`src/rtl/leitor_placar_display.sv`:
```
// Scoreboard display receiver: samples a multiplexed 7-segment bus, debounces each digit,
// decodes it back to BCD and rebuilds both teams' 0-99 scores.
module leitor_placar_display #(
  parameter int unsigned ESTAVEL_CICLOS    = 4,
  parameter int unsigned TIMEOUT_CICLOS    = 1000000,
  parameter bit          SEG_ATIVO_BAIXO   = 1'b1,
  parameter bit          ANODO_ATIVO_BAIXO = 1'b1
) (
  input  logic       clock,
  input  logic       nReset,
  input  logic [6:0] display,
  input  logic [3:0] escolhaDisplay,
  input  logic       limparErro,
  output logic [6:0] placarTimeA,
  output logic [6:0] placarTimeB,
  output logic       novoPlacarA,
  output logic       novoPlacarB,
  output logic       erroSegmento,
  output logic       semSinal
);

  localparam int unsigned EST_W = $clog2(ESTAVEL_CICLOS + 1);
  localparam int unsigned TO_W  = $clog2(TIMEOUT_CICLOS + 1);
  localparam int unsigned SMP_W = 11;

  typedef enum logic [1:0] {OCIOSO, ESTAVEL, CAPTURA, ESPERA_TROCA} estado_t;

  logic [6:0]       seg_s1, seg_s2;
  logic [3:0]       an_s1, an_s2;
  logic [6:0]       seg;
  logic [3:0]       an;
  logic [SMP_W-1:0] amostra;
  logic             valido;

  estado_t          estado, estado_n;
  logic [SMP_W-1:0] snap, snap_n;
  logic [EST_W-1:0] cnt, cnt_n;
  logic             captura;

  logic             dec_ok;
  logic [3:0]       dec_val;
  logic [3:0][3:0]  digito;
  logic [3:0]       visto;
  logic             pub_a, pub_b;
  logic [6:0]       valor_a, valor_b;
  logic [TO_W-1:0]  to_cnt, to_n;

  // Standard 7-segment decode (bit0=a); 6 and 9 with or without tail, blank reads as 0
  function automatic logic [4:0] decodifica(input logic [6:0] s);
    logic [4:0] r;
    case (s)
      7'h00, 7'h3F: r = 5'b1_0000;
      7'h06:        r = 5'b1_0001;
      7'h5B:        r = 5'b1_0010;
      7'h4F:        r = 5'b1_0011;
      7'h66:        r = 5'b1_0100;
      7'h6D:        r = 5'b1_0101;
      7'h7D, 7'h7C: r = 5'b1_0110;
      7'h07:        r = 5'b1_0111;
      7'h7F:        r = 5'b1_1000;
      7'h6F, 7'h67: r = 5'b1_1001;
      default:      r = 5'b0_0000;
    endcase
    return r;
  endfunction

  // Two-flop synchronizer on the asynchronous display bus
  always_ff @(posedge clock or negedge nReset) begin
    if (!nReset) begin
      seg_s1 <= '0;
      seg_s2 <= '0;
      an_s1  <= '0;
      an_s2  <= '0;
    end else begin
      seg_s1 <= display;
      seg_s2 <= seg_s1;
      an_s1  <= escolhaDisplay;
      an_s2  <= an_s1;
    end
  end

  assign seg     = SEG_ATIVO_BAIXO ? ~seg_s2 : seg_s2;
  assign an      = ANODO_ATIVO_BAIXO ? ~an_s2 : an_s2;
  assign amostra = {an, seg};
  assign valido  = (an != 4'd0) && ((an & (an - 4'd1)) == 4'd0);

  always_ff @(posedge clock or negedge nReset) begin
    if (!nReset) begin
      estado <= OCIOSO;
      snap   <= '0;
      cnt    <= '0;
    end else begin
      estado <= estado_n;
      snap   <= snap_n;
      cnt    <= cnt_n;
    end
  end

  // Debounce: a digit is taken once the same valid sample repeats ESTAVEL_CICLOS times
  always_comb begin
    estado_n = estado;
    snap_n   = snap;
    cnt_n    = cnt;
    case (estado)
      OCIOSO: begin
        if (valido) begin
          snap_n   = amostra;
          cnt_n    = EST_W'(1);
          estado_n = (ESTAVEL_CICLOS <= 1) ? CAPTURA : ESTAVEL;
        end
      end
      ESTAVEL: begin
        if (amostra == snap) begin
          cnt_n = cnt + EST_W'(1);
          if ((32'(cnt) + 32'd1) >= ESTAVEL_CICLOS) estado_n = CAPTURA;
        end else if (valido) begin
          snap_n = amostra;
          cnt_n  = EST_W'(1);
        end else begin
          estado_n = OCIOSO;
        end
      end
      CAPTURA:      estado_n = ESPERA_TROCA;
      ESPERA_TROCA: if (amostra != snap) estado_n = OCIOSO;
      default:      estado_n = OCIOSO;
    endcase
  end

  assign captura          = (estado == CAPTURA);
  assign {dec_ok, dec_val} = decodifica(snap[6:0]);
  assign valor_a          = 7'(digito[1]) * 7'd10 + 7'(digito[0]);
  assign valor_b          = 7'(digito[3]) * 7'd10 + 7'(digito[2]);

  // Digit capture, score publication and sticky decode error
  always_ff @(posedge clock or negedge nReset) begin
    if (!nReset) begin
      digito       <= '0;
      visto        <= '0;
      pub_a        <= 1'b0;
      pub_b        <= 1'b0;
      placarTimeA  <= '0;
      placarTimeB  <= '0;
      novoPlacarA  <= 1'b0;
      novoPlacarB  <= 1'b0;
      erroSegmento <= 1'b0;
    end else begin
      novoPlacarA <= 1'b0;
      novoPlacarB <= 1'b0;
      if (&visto[1:0]) begin
        visto[1:0] <= 2'b00;
        pub_a      <= 1'b1;
        if (!pub_a || (valor_a != placarTimeA)) begin
          placarTimeA <= valor_a;
          novoPlacarA <= 1'b1;
        end
      end
      if (&visto[3:2]) begin
        visto[3:2] <= 2'b00;
        pub_b      <= 1'b1;
        if (!pub_b || (valor_b != placarTimeB)) begin
          placarTimeB <= valor_b;
          novoPlacarB <= 1'b1;
        end
      end
      if (captura && dec_ok) begin
        for (int i = 0; i < 4; i++) begin
          if (snap[7+i]) begin
            digito[i] <= dec_val;
            visto[i]  <= 1'b1;
          end
        end
      end
      if (captura && !dec_ok) erroSegmento <= 1'b1;
      else if (limparErro)    erroSegmento <= 1'b0;
    end
  end

  // Loss-of-signal watchdog, restarted by every capture
  always_comb begin
    to_n = to_cnt;
    if (captura) to_n = '0;
    else if (to_cnt < TO_W'(TIMEOUT_CICLOS)) to_n = to_cnt + TO_W'(1);
  end

  always_ff @(posedge clock or negedge nReset) begin
    if (!nReset) begin
      to_cnt   <= '0;
      semSinal <= 1'b0;
    end else begin
      to_cnt   <= to_n;
      semSinal <= (to_n >= TO_W'(TIMEOUT_CICLOS));
    end
  end

endmodule
```
`config.mk`:
```
export PLATFORM = sky130hd
export DESIGN_NAME = leitor_placar_display
export DESIGN_NICKNAME = d
export VERILOG_FILES = /design/src/rtl/leitor_placar_display.sv
export SDC_FILE = /design/constraint.sdc
export NUM_CORES = 1
export LEC_CHECK = 0
export CAP_MARGIN = 10
export CORE_UTILIZATION = 30
export DETAILED_ROUTE_END_ITERATION = 16
export GPL_TIMING_DRIVEN = 0
export HOLD_SLACK_MARGIN = 0.08
export MAX_ROUTING_LAYER = met4
export PLACE_DENSITY = 0.48
export SLEW_MARGIN = 20
export SYNTH_ARGS = -nofsm -noshare
export SYNTH_HDL_FRONTEND = slang
export SYNTH_SLANG_ARGS = --single-unit
```
`constraint.sdc`:
```
create_clock -name clock -period 6.2 [get_ports clock]
set_input_delay 0.62 -clock clock [delete_from_list [all_inputs] [get_ports clock]]
set_output_delay 0.62 -clock clock [all_outputs]
set_load 0.02 [all_outputs]
```
==> impl_results.md <==
- Maxcap violations: 0
- DRT iter0 DRCs: between 100 and 150
- Yosys cell types: 55
- Residual DRC: 0
- R2R setup slack: between 3 and 4 ns
- Fin. Hold Viols: 0
- Hold buffer count at cts: 0
- NumNets Final: just over 500
- Total Routing Usage GR: 12.7%
- WP data required: 6.43 ns
- Critical path endpoint category: flip-flop
- Worst Hold Class: primary input to asynchronous set/reset pin
- Antenna viol nets, final: 0
- Tmin final: 2.86 ns
- Peak supply drop: about 140 µV
- Clock share of power: 40.5%
- Die area: 0.0165 mm²
- Worst slew margin: 65.6%
- Final period utilization: 46.2%
- Pint: 1120 µW
- Critical path's top delay family: adder cells
- Number of synthesized flops with an enable pin: 0
- Via density: 4.61
- Yosys reg bits: 98
- GPL Wtd Cong: between 0.8 and 0.9
- DPL Wire Length: roughly 6600 µm
- Die Width: 128 µm
- Clock slew at reported path FFs: 0.07 ns
- Worst Path Max Fanout: 6
- Critical path launch point type: flip-flop
- Routed vias: ~3,200
- CTS tree: done
- Drt total wl: 8990 µm
- Unrepaired setup endpoints after global routing: false
- Critical path class: flip-flop to flip-flop
- CTS root buf: clkbuf_16
- Cells after Synth: 430
- Critical Path Source: digito[5]
- PD cells: between 200 and 300 mW/mm²
- Share of cells above drive strength 1: 13.2%
- Syn_nets: 462
- Asr flop ratio synth: 100%
- Worst-path cell chain: ha_1 > ha_1 > inv_1 > fa_1 > nor3b_1 > xnor2_1 > xnor2_1 > a21oi_2 > mux2_2
- Final Max Tran Viols: 0
- Net switching fraction of the power: 26.1%
- Core ar.: ~0.015 mm²
- Post-Place Cells: 673
- Worst Tran Pin Value: 0.516 ns
- Power share of the combinational group: 12.1%
- Max H-tree Level: 3
- Initial Util: 31.2%
- Sw Pwr: 395 µW
- Status: complete, no violations
- Power after layout: 1510 µW
- Largest net degree at the start of global routing: 52
- Std cell rows: between 40 and 50
- DR WL/cell: between 10 and 15 µm
- Setup violations, final: 0
- Clk buf depth: 2
- Die H: 128 µm
- Initial antenna violation count: 0
- Non-filler cells, final: 689
- Slowest-stage cell, CP: fa_1
- Most frequent cells in the layout: dfrtp_1 (98), nor2_1 (41), xor2_1 (30), clkdlybuf4s50_1 (30), nand2_1 (26)
- Ports: 32
- Ys Warns: 0
- Fin area: 0.00572 mm²
- Vias in the first global route: between 3,000 and 4,000
- Placed inst area: 0.00539 mm²
- IO Port Bufs: 31
- Commonest non-fill, non-tap cell in the layout: dfrtp_1
- Diodes inserted: 0
- Leak: 0.00246 µW
- Seq/Total Area, Yosys: 51.2%
- Sum of negative setup slack: 0 ns
- Buffers & Inverters on Critical Path: 1
- Synthesized cell area: 0.00479 mm²
- TritonCTS Buffers: 9
- Top_reg_cell synth: dfrtp_1
- Final Skew: 0.00917 ns
- FF-to-FF Start: digito[5]
- Post-CTS Repair Setup Buffers: 0
- Worst EP arrival: 3.09 ns
- Syn avg cell area: between 10 and 15 µm²
- GRT overflow: 0
- Final core occ: 37.2%
- Worst-Skew Late Latency: roughly 0.35 ns
- Sequential power share: 47.4%
- Post-cts sizing count: 0
- Max Freq: 349 MHz
- TritonRoute pass-1 iters: 4
- Critical Path Max Stage Delay: 0.44 ns
- Area delta synth->final: 19.4%
- CTS sink cnt: 98
- First-pass GRT wire length: 15,700 µm
==> state kept, by name, summed over array words and instances, names as in the netlist, 7 cells and up, named ones only <==
signal       flops
digito          16
placarTimeA      7
placarTimeB      7
seg_s1           7
seg_s2           7
snap            11
to_cnt          20
==> synth_stat cells, types with 2 or more instances <==
master / instances / area [µm²]
nor3b_1: 5 / 37.5
mux2_2: 23 / 259
nand3_1: 10 / 50.1
and3_1: 4 / 25.0
nor3_1: 5 / 25.0
fa_1: 4 / 80.1
buf_4: 3 / 22.5
mux2i_1: 7 / 70.1
xor2_1: 30 / 263
nor2_1: 41 / 154
nor2b_1: 5 / 31.3
or3_1: 2 / 12.5
o311a_1: 2 / 20.0
a21o_1: 2 / 15.0
mux2_1: 4 / 45.0
nand4_1: 11 / 68.8
inv_1: 25 / 93.8
dfrtp_1: 98 / 2450
nor4_1: 5 / 31.3
xnor2_1: 25 / 219
buf_6: 2 / 22.5
a211oi_1: 5 / 37.5
a21oi_1: 23 / 115
a21oi_2: 2 / 17.5
nand2b_1: 4 / 25.0
o21ai_0: 11 / 55.1
nand2_1: 26 / 97.6
ha_1: 14 / 175
buf_2: 6 / 30.0
==> logic make-up after synthesis <==
group	synth area share [%]
and+or+nand+nor	14.2
DFF	51.2
AOI/OAI and AO/OA	7.55
xor gates and xnor gates	10.1
buffers and inverters	3.68
muxes	7.81
adders and majority gates	5.54
==> layer usage <==
| metal | global-route usage [%] | share of wire [%] |
|---|---|---|
| met5 | - | 0 |
| met4 | 5.81 | 2.1 |
| met3 | 2.37 | 2.4 |
| met2 | 18.9 | 44 |
| met1 | 16.8 | 51 |
==> power groups by stage <==
| stage | Combinational (µW) | Clock (µW) | Sequential [µW] |
|---|---|---|---|
| global route | 209 | 660 | 724 |
| finish | 184 | 613 | 717 |
| detailed placement | 186 | 0 | 730 |
| global placement | 179 | 0 | 729 |
| floorplan | 132 | 0 | 720 |
| CTS | 186 | 635 | 717 |
==> path summary, 6_finish.rpt <==
check | cells after the start | end
worst min register to register | 0 | seg_s2[3]
worst max-delay path | 9 | placarTimeA[5]
worst max register to register | 9 | placarTimeA[5]
max in group asynchronous | 2 | to_cnt[1]
min in group clock | 0 | seg_s2[3]
worst min-delay path | 1 | placarTimeB[5]
==> through the flow <==
step / hold slack (ns) / worst slack, ns
2_1_floorplan: 0.324 / 3.57
3_3_place_gp: 0.335 / 0.763
3_5_place_dp: 0.335 / 3.31
4_1_cts: 0.214 / 3.30
5_1_grt: 0.230 / 3.15
6_report: 0.196 / 3.34
==> area by class of cell <==
type | instances | area, µm²
buffer | 13 | 82.6
clock buffer | 10 | 229
timing repair buffer | 32 | 339
multi-input combinational | 294 | 2160
inverter | 25 | 93.8
clock inverter | 6 | 96.3
fill | 1504 | 9650
tap | 211 | 264
sequential | 98 | 2450
No activity file was read; power rests on OpenSTA's default activity.
